--- src/rtl/spi_slave_mem.sv ---
// SPI mode-0 slave bridging master frames to word reads/writes on a local memory port.
// Inputs are oversampled through 2-FF synchronizers; 8-bit command, 16-bit address, 32-bit bursts.
module spi_slave_mem #(
    parameter int AWIDTH = 15,
    parameter int DWIDTH = 32
) (
    input  logic              clk,
    input  logic              rst_n,
    input  logic              spi_sclk,
    input  logic              spi_cs_n,
    input  logic              spi_mosi,
    output logic              spi_miso,
    output logic              spi_miso_oe,
    output logic [AWIDTH-1:0] mem_addr,
    output logic [DWIDTH-1:0] mem_wdata,
    output logic              mem_we,
    output logic              mem_re,
    input  logic [DWIDTH-1:0] mem_rdata,
    output logic              busy,
    output logic              cmd_err
);

    typedef enum logic [2:0] {
        IDLE, CMD, ADDR, WR_DATA, RD_FETCH, RD_DATA, IGNORE
    } state_t;

    state_t            state_q, state_d;
    logic [1:0]        sclk_sync_q, cs_sync_q, mosi_sync_q;
    logic              sclk_prev_q;
    logic [4:0]        cnt_q, cnt_d;
    logic [DWIDTH-1:0] rx_q, rx_d, tx_q, tx_d, wdata_q, wdata_d;
    logic [AWIDTH-1:0] addr_q, addr_d;
    logic              rd_q, rd_d;
    logic              we_q, we_d, re_q, re_d;
    logic              miso_q, miso_d, oe_q, oe_d;
    logic              busy_q, busy_d, err_q, err_d;

    logic              sclk_s, cs_s, mosi_s, rise, fall;
    logic [DWIDTH-1:0] rx_next;

    assign sclk_s  = sclk_sync_q[1];
    assign cs_s    = cs_sync_q[1];
    assign mosi_s  = mosi_sync_q[1];
    assign rise    = sclk_s & ~sclk_prev_q;
    assign fall    = ~sclk_s & sclk_prev_q;
    assign rx_next = {rx_q[DWIDTH-2:0], mosi_s};

    always_comb begin
        state_d = state_q;
        cnt_d   = cnt_q;
        rx_d    = rx_q;
        tx_d    = tx_q;
        wdata_d = wdata_q;
        addr_d  = addr_q;
        rd_d    = rd_q;
        we_d    = 1'b0;
        re_d    = 1'b0;
        miso_d  = miso_q;
        oe_d    = oe_q;
        err_d   = 1'b0;
        // Deselect wins over everything; partial words are simply dropped.
        if (cs_s && state_q != IDLE) begin
            state_d = IDLE;
            cnt_d   = '0;
            oe_d    = 1'b0;
            miso_d  = 1'b0;
        end else begin
            unique case (state_q)
                IDLE: begin
                    if (!cs_s) begin
                        state_d = CMD;
                        cnt_d   = '0;
                    end
                end
                CMD: begin
                    if (rise) begin
                        rx_d  = rx_next;
                        cnt_d = cnt_q + 5'd1;
                        if (cnt_q == 5'd7) begin
                            cnt_d = '0;
                            if (rx_next[7:0] == 8'h02) begin
                                state_d = ADDR;
                                rd_d    = 1'b0;
                            end else if (rx_next[7:0] == 8'h03) begin
                                state_d = ADDR;
                                rd_d    = 1'b1;
                            end else begin
                                state_d = IGNORE;
                                err_d   = 1'b1;
                            end
                        end
                    end
                end
                ADDR: begin
                    if (rise) begin
                        rx_d  = rx_next;
                        cnt_d = cnt_q + 5'd1;
                        if (cnt_q == 5'd15) begin
                            cnt_d  = '0;
                            addr_d = {rx_next[AWIDTH-1:2], 2'b00};
                            if (rd_q) begin
                                state_d = RD_FETCH;
                                re_d    = 1'b1;
                            end else begin
                                state_d = WR_DATA;
                            end
                        end
                    end
                end
                WR_DATA: begin
                    if (we_q)
                        addr_d = addr_q + AWIDTH'(4);
                    if (rise) begin
                        rx_d  = rx_next;
                        cnt_d = cnt_q + 5'd1;
                        if (cnt_q == 5'd31) begin
                            cnt_d   = '0;
                            we_d    = 1'b1;
                            wdata_d = rx_next;
                        end
                    end
                end
                RD_FETCH: begin
                    // First cycle is the strobe; rdata is valid the cycle after.
                    if (!re_q) begin
                        tx_d    = mem_rdata;
                        oe_d    = 1'b1;
                        state_d = RD_DATA;
                    end
                end
                RD_DATA: begin
                    if (fall) begin
                        miso_d = tx_q[DWIDTH-1];
                        tx_d   = {tx_q[DWIDTH-2:0], 1'b0};
                    end
                    if (rise) begin
                        cnt_d = cnt_q + 5'd1;
                        if (cnt_q == 5'd31) begin
                            cnt_d   = '0;
                            addr_d  = addr_q + AWIDTH'(4);
                            re_d    = 1'b1;
                            state_d = RD_FETCH;
                        end
                    end
                end
                IGNORE: begin
                    state_d = IGNORE;
                end
                default: begin
                    state_d = IDLE;
                end
            endcase
        end
        busy_d = (state_d != IDLE);
    end

    always_ff @(posedge clk or negedge rst_n) begin
        if (!rst_n) begin
            sclk_sync_q <= 2'b00;
            cs_sync_q   <= 2'b11;
            mosi_sync_q <= 2'b00;
            sclk_prev_q <= 1'b0;
            state_q     <= IDLE;
            cnt_q       <= '0;
            rx_q        <= '0;
            tx_q        <= '0;
            wdata_q     <= '0;
            addr_q      <= '0;
            rd_q        <= 1'b0;
            we_q        <= 1'b0;
            re_q        <= 1'b0;
            miso_q      <= 1'b0;
            oe_q        <= 1'b0;
            busy_q      <= 1'b0;
            err_q       <= 1'b0;
        end else begin
            sclk_sync_q <= {sclk_sync_q[0], spi_sclk};
            cs_sync_q   <= {cs_sync_q[0], spi_cs_n};
            mosi_sync_q <= {mosi_sync_q[0], spi_mosi};
            sclk_prev_q <= sclk_s;
            state_q     <= state_d;
            cnt_q       <= cnt_d;
            rx_q        <= rx_d;
            tx_q        <= tx_d;
            wdata_q     <= wdata_d;
            addr_q      <= addr_d;
            rd_q        <= rd_d;
            we_q        <= we_d;
            re_q        <= re_d;
            miso_q      <= miso_d;
            oe_q        <= oe_d;
            busy_q      <= busy_d;
            err_q       <= err_d;
        end
    end

    assign spi_miso    = miso_q;
    assign spi_miso_oe = oe_q;
    assign mem_addr    = addr_q;
    assign mem_wdata   = wdata_q;
    assign mem_we      = we_q;
    assign mem_re      = re_q;
    assign busy        = busy_q;
    assign cmd_err     = err_q;

endmodule
--- config.mk ---
export PLATFORM = sky130hd
export DESIGN_NAME = spi_slave_mem
export DESIGN_NICKNAME = d
export VERILOG_FILES = /design/src/rtl/spi_slave_mem.sv
export SDC_FILE = /design/constraint.sdc
export NUM_CORES = 1
export LEC_CHECK = 0
export CORE_MARGIN = 4
export CORE_UTILIZATION = 49
export DETAILED_ROUTE_END_ITERATION = 10
export GPL_ROUTABILITY_DRIVEN = 0
export MAX_ROUTING_LAYER = met4
export PLACE_DENSITY = 0.76
export SYNTH_ARGS = -nofsm -noshare
export SYNTH_HDL_FRONTEND = slang
export SYNTH_SLANG_ARGS = --single-unit
--- constraint.sdc ---
create_clock -name clk -period 2.3 [get_ports clk]
set_input_delay 0.46 -clock clk [delete_from_list [all_inputs] [get_ports clk]]
set_output_delay 0.46 -clock clk [all_outputs]
set_load 0.03 [all_outputs]
==> impl_metrics.json <==
{
  "pwr-share-seq_pct": 40.9,
  "cts_tree": "built",
  "hold_depth": 0,
  "reg2reg_slack_ns": 0.12,
  "ys_types": 66,
  "synth_cells": 509,
  "ir_worst_vdd_mv": 0.389,
  "leakage_nw": 3.58,
  "syn2layout_area_growth_pct": 30.1,
  "p_clk_share_pct": 47.0,
  "die_w_um": 120,
  "fin_cells": 788,
  "clockBufferDepth": 2,
  "grtUsageTotal_pct": 20.3,
  "grt_antenna_before_repair": 0,
  "final.setup.tns_ns": 0,
  "grt_setup_unrepaired": "no",
  "pwr-share-comb_pct": 12.1,
  "firstDrtPassIters": 5,
  "via_count": 4412,
  "post-route-period-util_pct": 94.6,
  "drc": 0,
  "avgSynthCellArea_um2": 12.0,
  "grt_pass1_wl_um": 23000,
  "r2r_end": "mem_addr[5]",
  "slew_violations": 0,
  "cts-root-buf": "clkbuf_16",
  "synth_top_area_cell": "dfrtp_1",
  "hpwl_um": 9140,
  "switching_share_pct": 24.6,
  "holdPathEnd": "sclk_sync_q[1]",
  "p_per_area_nw_per_um2": 761,
  "max_cap_violations": 0,
  "vias_per_cell": 5.60,
  "io_pins": 90,
  "top_usage_layer": "met2",
  "routed_wl_um": 13600,
  "finalNetCount": 650,
  "synth_commonest_cells": "128 x dfrtp_1, 48 x nand2_1, 36 x o21ai_0",
  "hp-class": "reg2reg",
  "grt_overflow": 0,
  "critPathRequiredTime_ns": 2.58,
  "place_area_um2": 7270,
  "grt_pass1_vias": 4632,
  "synth_async_sr_flop_share_pct": 100,
  "seq_area_frac_synth_pct": 53.2,
  "hold_viol": 0,
  "die_area_um2": 14300,
  "wire_per_inst_um": 17.2,
  "synth_area_um2": 6120,
  "core_um2": 12100,
  "p_int_mw": 4.57,
  "cts-buffers-inserted": 17,
  "portBuffers": 87,
  "synth_seq_cells": 130,
  "max_slew_margin_pct": 60.0,
  "worstPathMaxFanout": 8,
  "die_y_um": 120,
  "rows": 40,
  "drt-initial-drc-count": 403,
  "final_antenna_net_count": 0,
  "synth_ff_type": "dfrtp_1",
  "finalSetupViolCount": 0,
  "yosysMostFrequentCell": "dfrtp_1",
  "diodes": 0,
  "grt_max_degree": 65,
  "worst_pin_slew_ns": 0.600,
  "dp_cells": 755,
  "max_freq_ghz": 0.460,
  "clk_pin_slew_ns": 0.06,
  "clk_latency_ns": 0.41,
  "critPathLaunchType": "register",
  "ys_top_cells_by_area": "dfrtp_1 52%, mux2_4 7.1%, mux2_2 6.4%",
  "final_area_um2": 7970,
  "skew_ns": 0.00961,
  "drive_gt1_share_pct": 22.9,
  "synth_top_area_share_pct": 52.3,
  "htree_levels": 4,
  "p_sw_mw": 1.49,
  "r2r_start": "cnt_q[0]",
  "utilization_pct": 65.8,
  "met3_usage_pct": 4.71,
  "cts.sinks": 130,
  "path_class": "reg2reg",
  "end_kind": "register",
  "worst-r2r-cell-count": 8,
  "use_met1_pct": 26.7,
  "arrival_ns": 2.46,
  "synth_edf_count": 0,
  "outcome": "complete, no violations",
  "initial_utilization_pct": 50.6,
  "grt_use_met2_pct": 30.8,
  "post-route-min-period_ns": 2.18,
  "hold_start": "sclk_sync_q[0]",
  "synth_warnings": 0,
  "post_cts_buffers": 0
}
cells in the final DEF (no fill, tap or decap), drive strengths merged, types with 3 or more instances in the layout:
cell type,netlist,layout
dfrtp,128,128
clkdlybuf4s50,0,86
mux2,66,66
nand2,48,48
o21ai,38,38
mux2i,35,35
buf,24,24
clkbuf,9,20
nor2,16,16
a21oi,13,13
inv,11,13
a31oi,10,10
nand3,8,8
nor3b,7,7
o211ai,7,7
o22ai,7,7
nand2b,6,6
ha,5,5
nand3b,4,4
a211oi,4,4
a2bb2oi,4,4
bufinv,0,4
nor4,4,4
or2,3,3
a22o,3,3
clkinvlp,0,3
and3,3,3
or3,3,3
clkinv,0,3
state kept, by name, summed over array words and instances (netlist names), 2 cells and up:
name,cells
sclk_sync_q,2
mosi_sync_q,2
tx_q,32
cnt_q,5
cs_sync_q,2
rx_q,31
state_q,3
mem_addr,13
mem_wdata,32
kinds of logic (layout without fill, tap and decap cells):
| logic type | Yosys count | count (layout) | share of synthesized area, % |
|---|---|---|---|
| compound gates | 108 | 108 | 11.7 |
| xor+xnor | 1 | 1 | 0.143 |
| fa+ha+maj | 6 | 6 | 1.19 |
| buf+inv | 44 | 154 | 3.84 |
| flops | 130 | 130 | 53.2 |
| mux | 101 | 101 | 19.6 |
| other cells | 1 | 2 | 0.0612 |
| simple gates | 118 | 118 | 10.3 |
layer usage:
metal	routed length (um)	share of wire (%)
met2	6450	48
met3	760	5.6
met5	0	0
met1	6130	45
met4	225	1.7
per-stage QoR:
stage	power (mW)	hold WS, ns	setup slack [ns]
floorplan	2.91	0.164	0.116
global placement	3.21	0.337	0.0791
detailed placement	3.23	0.337	0.0268
CTS	6.11	0.349	0.00470
global route	6.29	0.357	0.0124
finish	6.06	0.348	0.124
what timing repair did:
| item | in CTS | in global routing |
|---|---|---|
| hold endpoints to repair | 22 | 0 |
| hold buffers | 1 | 0 |
| cloned | 0 | 1 |
| setup endpoints to repair | 5 | 39 |
| pin swaps | 0 | 4 |
| gates resized for setup | 1 | 6 |
critical path: stages (launching register included):
cell      delay (ns)
dfrtp_1         0.35
ha_1            0.18
and3_4          0.20
ha_2            0.20
nand3b_1        0.14
buf_4           0.18
a221o_1         0.40
nor2_4          0.26
a22oi_1         0.13
worst max path at each step:
stage / slack (ns) / end / startpoint / cells after the start
6_report: 0.12 / mem_addr[5] / cnt_q[0] / 8
2_1_floorplan: 0.12 / mem_wdata[10] / cnt_q[0] / 8
5_1_grt: 0.01 / mem_addr[5] / cnt_q[1] / 8
3_3_place_gp: 0.08 / mem_wdata[11] / cnt_q[0] / 7
4_1_cts: 0.005 / mem_wdata[29] / cnt_q[1] / 7
3_5_place_dp: 0.03 / mem_wdata[30] / cnt_q[1] / 7
final cells by class:
type                    count  area [um2]
inverters                  11        41.3
well taps                 168         210
multi-input cells         336        2690
clock inverters            12         179
fillers                   918        4150
clock buffers              19         453
repair buffers            112        1140
flip-flops and latches    130        3260
power groups by stage:
stage | Sequential [mW] | Combinational, mW | Clock (mW)
2_1_floorplan | 2.48 | 0.428 | 0
3_3_place_gp | 2.51 | 0.694 | 0
3_5_place_dp | 2.52 | 0.711 | 0
4_1_cts | 2.48 | 0.726 | 2.90
5_1_grt | 2.49 | 0.793 | 3.00
6_report | 2.48 | 0.732 | 2.85
No activity file was read; power rests on OpenSTA's default activity.
